## config.mk

```make
export PLATFORM = sky130hd
export DESIGN_NAME = demux2_stream_flat
export DESIGN_NICKNAME = d
export VERILOG_FILES = /design/src/rtl/demux2_pkg.sv /design/src/rtl/demux2_stream_if.sv /design/src/rtl/demux_slot.sv /design/src/rtl/demux2_stream.sv /design/src/flat_wrapper.sv
export SDC_FILE = /design/constraint.sdc
export NUM_CORES = 1
export LEC_CHECK = 0
export BUFFER_PORTS_ARGS = -buffer_cell sky130_fd_sc_hd__buf_2
export CAP_MARGIN = 20
export CELL_PAD_IN_SITES_DETAIL_PLACEMENT = 1
export CELL_PAD_IN_SITES_GLOBAL_PLACEMENT = 2
export CORE_UTILIZATION = 32
export CTS_CLUSTER_DIAMETER = 200
export DETAILED_ROUTE_END_ITERATION = 10
export PLACE_DENSITY = 0.95
export SYNTH_ARGS = -nofsm -noshare
export SYNTH_HDL_FRONTEND = slang
export SYNTH_SLANG_ARGS = --single-unit
```

## constraint.sdc

```tcl
create_clock -name clk -period 1.9 [get_ports clk]
set_input_delay 0.19 -clock clk [delete_from_list [all_inputs] [get_ports clk]]
set_output_delay 0.19 -clock clk [all_outputs]
set_load 0.01 [all_outputs]
```

## src/rtl/demux2_pkg.sv

```systemverilog
`default_nettype none
// +--------------------------------------------------------------------------+
// | Module   : demux2_pkg                                                    |
// | Brief    : Shared types and select encodings for the demux2_stream block |
// | Revision : 1.0                                                           |
// +--------------------------------------------------------------------------+
package demux2_pkg;

  typedef enum logic {
    SLOT_EMPTY = 1'b0,
    SLOT_FULL  = 1'b1
  } slot_state_t;

  localparam logic SEL_OUT0 = 1'b0;
  localparam logic SEL_OUT1 = 1'b1;

endpackage
`default_nettype wire

```

## src/rtl/demux2_stream_if.sv

```systemverilog
`default_nettype none
// +--------------------------------------------------------------------------+
// | Module   : demux2_stream_if                                              |
// | Brief    : Producer and two-consumer handshake bundle for demux2_stream  |
// | Revision : 1.0                                                           |
// +--------------------------------------------------------------------------+
interface demux2_stream_if #(
  parameter int WIDTH = 32
) ();

  logic             in_valid;
  logic             in_ready;
  logic [WIDTH-1:0] in_data;
  logic             in_sel;
  logic             out0_valid;
  logic             out0_ready;
  logic [WIDTH-1:0] out0_data;
  logic             out1_valid;
  logic             out1_ready;
  logic [WIDTH-1:0] out1_data;

  // Environment side: drives the producer and both consumer ready lines.
  modport master (
    output in_valid, in_data, in_sel, out0_ready, out1_ready,
    input  in_ready, out0_valid, out0_data, out1_valid, out1_data
  );

  modport slave (
    input  in_valid, in_data, in_sel, out0_ready, out1_ready,
    output in_ready, out0_valid, out0_data, out1_valid, out1_data
  );

endinterface
`default_nettype wire

```

## src/rtl/demux_slot.sv

```systemverilog
`default_nettype none
// +--------------------------------------------------------------------------+
// | Module   : demux_slot                                                    |
// | Brief    : One-entry registered output slot with optional saturating     |
// |            transfer counter (enabled by DEMUX2_CNT_EN)                   |
// | Revision : 1.0                                                           |
// +--------------------------------------------------------------------------+
module demux_slot #(
  parameter int WIDTH = 32
`ifdef DEMUX2_CNT_EN
  ,
  parameter int CNT_W = 16
`endif
) (
  input  logic             clk,
  input  logic             rst,
  input  logic             accept_i,
  input  logic             out_ready_i,
  input  logic [WIDTH-1:0] data_i,
  output logic             empty_o,
  output logic             valid_o,
  output logic [WIDTH-1:0] data_o
`ifdef DEMUX2_CNT_EN
  ,
  output logic [CNT_W-1:0] cnt_o
`endif
);

  import demux2_pkg::*;

  slot_state_t      state_q, state_d;
  logic [WIDTH-1:0] data_q, data_d;

  always_ff @(posedge clk) begin
    if (rst) begin
      state_q <= SLOT_EMPTY;
      data_q  <= '0;
    end else begin
      state_q <= state_d;
      data_q  <= data_d;
    end
  end

  always_comb begin
    state_d = state_q;
    data_d  = data_q;
    case (state_q)
      SLOT_EMPTY: begin
        if (accept_i) begin
          state_d = SLOT_FULL;
          data_d  = data_i;
        end
      end
      SLOT_FULL: begin
        // A new accept in the drain cycle refills the slot without a bubble.
        if (accept_i) begin
          data_d = data_i;
        end else if (out_ready_i) begin
          state_d = SLOT_EMPTY;
        end
      end
      default: state_d = SLOT_EMPTY;
    endcase
  end

  assign empty_o = (state_q == SLOT_EMPTY);
  assign valid_o = (state_q == SLOT_FULL);
  assign data_o  = data_q;

`ifdef DEMUX2_CNT_EN
  logic [CNT_W-1:0] cnt_q, cnt_d;

  always_ff @(posedge clk) begin
    if (rst) begin
      cnt_q <= '0;
    end else begin
      cnt_q <= cnt_d;
    end
  end

  always_comb begin
    cnt_d = cnt_q;
    if (accept_i && (cnt_q != {CNT_W{1'b1}})) begin
      cnt_d = cnt_q + 1'b1;
    end
  end

  assign cnt_o = cnt_q;
`endif

endmodule
`default_nettype wire

```

## src/rtl/demux2_stream.sv

```systemverilog
`default_nettype none
// +--------------------------------------------------------------------------+
// | Module   : demux2_stream                                                 |
// | Brief    : One-input, two-output stream demultiplexer with a registered  |
// |            slot per output; per-output counters with DEMUX2_CNT_EN       |
// | Revision : 1.0                                                           |
// +--------------------------------------------------------------------------+
module demux2_stream #(
  parameter int WIDTH = 32
`ifdef DEMUX2_CNT_EN
  ,
  parameter int CNT_W = 16
`endif
) (
  input  logic             clk,
  input  logic             rst,
  demux2_stream_if.slave   bus
`ifdef DEMUX2_CNT_EN
  ,
  output logic [CNT_W-1:0] cnt0,
  output logic [CNT_W-1:0] cnt1
`endif
);

  import demux2_pkg::*;

  logic w_empty0, w_empty1;
  logic w_ready0, w_ready1;
  logic w_accept0, w_accept1;

  // in_ready looks only at the addressed slot, so a stalled sink never blocks the other.
  assign w_ready0     = w_empty0 | bus.out0_ready;
  assign w_ready1     = w_empty1 | bus.out1_ready;
  assign bus.in_ready = (bus.in_sel == SEL_OUT1) ? w_ready1 : w_ready0;

  assign w_accept0 = bus.in_valid & bus.in_ready & (bus.in_sel == SEL_OUT0);
  assign w_accept1 = bus.in_valid & bus.in_ready & (bus.in_sel == SEL_OUT1);

  demux_slot #(
    .WIDTH       (WIDTH)
`ifdef DEMUX2_CNT_EN
    ,
    .CNT_W       (CNT_W)
`endif
  ) u_slot0 (
    .clk         (clk),
    .rst         (rst),
    .accept_i    (w_accept0),
    .out_ready_i (bus.out0_ready),
    .data_i      (bus.in_data),
    .empty_o     (w_empty0),
    .valid_o     (bus.out0_valid),
    .data_o      (bus.out0_data)
`ifdef DEMUX2_CNT_EN
    ,
    .cnt_o       (cnt0)
`endif
  );

  demux_slot #(
    .WIDTH       (WIDTH)
`ifdef DEMUX2_CNT_EN
    ,
    .CNT_W       (CNT_W)
`endif
  ) u_slot1 (
    .clk         (clk),
    .rst         (rst),
    .accept_i    (w_accept1),
    .out_ready_i (bus.out1_ready),
    .data_i      (bus.in_data),
    .empty_o     (w_empty1),
    .valid_o     (bus.out1_valid),
    .data_o      (bus.out1_data)
`ifdef DEMUX2_CNT_EN
    ,
    .cnt_o       (cnt1)
`endif
  );

endmodule
`default_nettype wire
```

## src/flat_wrapper.sv

```systemverilog
// flat-port wrapper written by rule: the top's interface ports become plain ports
module demux2_stream_flat import demux2_pkg::*;
#(
  parameter int WIDTH = 32

)
  (clk, rst, bus_in_valid, bus_in_data, bus_in_sel, bus_out0_ready, bus_out1_ready, bus_in_ready, bus_out0_valid, bus_out0_data, bus_out1_valid, bus_out1_data);
  demux2_stream_if #(.WIDTH(WIDTH)) bus_i ();
  input  logic clk;
  input  logic rst;
  input wire logic [$bits(bus_i.in_valid)-1:0] bus_in_valid;
  input wire logic [$bits(bus_i.in_data)-1:0] bus_in_data;
  input wire logic [$bits(bus_i.in_sel)-1:0] bus_in_sel;
  input wire logic [$bits(bus_i.out0_ready)-1:0] bus_out0_ready;
  input wire logic [$bits(bus_i.out1_ready)-1:0] bus_out1_ready;
  output wire logic [$bits(bus_i.in_ready)-1:0] bus_in_ready;
  output wire logic [$bits(bus_i.out0_valid)-1:0] bus_out0_valid;
  output wire logic [$bits(bus_i.out0_data)-1:0] bus_out0_data;
  output wire logic [$bits(bus_i.out1_valid)-1:0] bus_out1_valid;
  output wire logic [$bits(bus_i.out1_data)-1:0] bus_out1_data;
  assign bus_i.in_valid = bus_in_valid;
  assign bus_i.in_data = bus_in_data;
  assign bus_i.in_sel = bus_in_sel;
  assign bus_i.out0_ready = bus_out0_ready;
  assign bus_i.out1_ready = bus_out1_ready;
  assign bus_in_ready = bus_i.in_ready;
  assign bus_out0_valid = bus_i.out0_valid;
  assign bus_out0_data = bus_i.out0_data;
  assign bus_out1_valid = bus_i.out1_valid;
  assign bus_out1_data = bus_i.out1_data;
  demux2_stream #(.WIDTH(WIDTH)) u_core (.clk(clk), .rst(rst), .bus(bus_i));
endmodule
```

==> metrics <==
status completed; CTS Buf Count 9; Mapped Cells 253; Die Wd between 90 and 100 um; FMAX 738 MHz; Residual DRC 0; WL final 6.10 mm; pin count of the biggest net entering global routing 99; actual slew at the worst max-slew pin 0.322 ns; first-pass GRT wire length ~9.7 mm; critical path startpoint category flop; num rows 33; total track usage 14.0%; Logic pwr share 11.4%; clk sinks 66; Final Util 43.1%; layout cells sized above 1 35.7%; syn_area_per_cell 11.0 sq um; max cap viols 0; Rel. slew slack 78.5%; vias in the first global route 2000; leakage power of the design 1.76 nW; Final Hold Viols 0; post-cts repair resize count 0; Setup CP Type reg2out; Finished Layout Cells about 460; DP Wirelength 4.22 mm; CTS max path bufs 2; antenna viol nets, final 0; drt wl/cell 13.2 um; Cell Area, Placed 3340 sq um; Worst Setup SP u_core.u_slot1.valid_o; initial antenna violation count 0; final setup fails 0; final hold slack 0.143 ns; clk root buf clkbuf_8; count of cell types in the netlist 16; NumNets Final 392; Die Y-Extent 95.2 um; Final min period approximately 1.4 ns; switching power 0.748 mW; Port Buffer Count about 100; area of the multi-input gates 1320 sq um; Clock Skew 0.00653 ns; placeable core area 8300 sq um; placed cells 448; DRT Pass-1 Iters 4; CTS tree done; critical path required time roughly 1.7 ns; Seq pwr share 46.2%; Critical Path Fanout Max 4; Filler cells 974; Sequential Area ~1300 sq um; GPL Wtd Cong 0.676; Setup Buffers After CTS 0; Final Instance Area 3580 sq um; clk_lat worst skew 0.33 ns; Post-CTS Hold Buffers 0; post-DR vias/cell 4.42; Seq cells post-synth 66; via count 2049; Switching Share roughly 23%; Max VDD drop approximately 420 uV; most frequent cells in the layout 104 x buf_2, 96 x nand2b_1, 66 x dfxtp_1; cell internal pwr 2.49 mW; syn_nets between 200 and 300; commonest non-fill, non-tap cell in the layout buf_2; Period Utilization, post-route approximately 71%; Die Area 9060 sq um; Top Ports approximately 110; Hold Crit Class in2reg; gr ovfl total 0; Crit path arrival time 1.17 ns; CP endpoint kind primary output; PwrDens 905 nW/um^2; setup TNS 0 ns; hold path startpoint bus_in_data[4]; clock share of power 42.4%; Slew Viols, Final 0; Seq/Total Area, Yosys roughly 48%; clock transition at the registers of the reported paths 0.07 ns; diode count 0; Synth warnings 0; Synth Cell Area 2780 sq um; area delta synth->final 28.6%; Initial Util 33.5%; DR iter-0 viols 21; htree depth 3; FF-to-FF Start u_core.u_slot0.valid_o; slack of the worst reg-to-reg path approximately 0.7 ns; RSZ-0062 raised after global routing false
critical path: stages, from the launching register on:
cell,delay (ns)
dfxtp_1,0.37
nand2b_4,0.08
mux2_2,0.25
buf_2,0.14
final timing paths:
kind | to | depth (start not counted)
min | u_core.u_slot1.data_o[4] | 3
max reg2reg | u_core.u_slot0.data_o[3] | 4
min reg2reg | u_core.u_slot1.data_o[26] | 2
max | bus_in_ready | 3
per-layer routing:
| layer | track usage (%) | up-vias | share of wire [%] | routed length [um] |
|---|---|---|---|---|
| met4 | 6.06 | 0 | 1.1 | 68 |
| met5 | 0 | - | 0 | 0 |
| met1 | 17.8 | 954 | 47 | 2860 |
| met2 | 21.7 | 62 | 46 | 2810 |
| li1 | - | 1027 | - | - |
| met3 | 4.07 | 6 | 5.8 | 355 |
registers in the layout (all words and copies together), names as in the netlist:
signal	cells
u_core.u_slot0.data_o	32
u_core.u_slot0.valid_o	1
u_core.u_slot1.data_o	32
u_core.u_slot1.valid_o	1
cell families (layout without fill, tap and decap cells):
kind of cell | Yosys count | in the layout | share of synthesized area (%)
and+or+nand+nor | 102 | 102 | 23.8
DFF | 66 | 66 | 47.5
muxes | 65 | 65 | 23.4
buffers and inverters | 18 | 124 | 4.91
AOI/OAI and AO/OA | 2 | 2 | 0.360
cell type report:
class                           instances  area share, %
Clock inverter                          4           2.03
Timing Repair Buffer                  108           15.7
Sequential cell                        66           36.9
Clock buffer                           12           4.62
Tap cell                              105           3.67
Multi-Input combinational cell        169           37.0
power by group through the flow:
stage	clock, mW	sequential, mW	combinational [mW]
global placement	0	1.52	0.367
CTS	1.42	1.50	0.379
finish	1.37	1.49	0.370
floorplan	0	1.56	0.205
global route	1.48	1.50	0.409
detailed placement	0	1.53	0.378
cells in the mapped netlist:
library cell | instances | area share, %
a21oi_1 | 2 | 0.36
and3_4 | 1 | 0.41
and3b_1 | 1 | 0.32
buf_12 | 1 | 0.72
buf_2 | 3 | 0.54
buf_4 | 2 | 0.54
buf_6 | 4 | 1.6
buf_8 | 1 | 0.54
clkbuf_1 | 7 | 0.95
dfxtp_1 | 66 | 48
mux2_2 | 1 | 0.41
mux2i_1 | 64 | 23
nand2b_1 | 96 | 22
nand2b_4 | 2 | 0.99
nand3_1 | 1 | 0.18
nand3b_1 | 1 | 0.27
stage by stage:
stage / worst slack (ns) / power [mW]
after global routing: 0.485 / 3.39
after detailed placement: 0.681 / 1.90
after global placement: 0.786 / 1.89
after CTS: 0.522 / 3.29
after floorplan: 0.766 / 1.76
final: 0.545 / 3.24
Power figures use the tool's default switching activity.
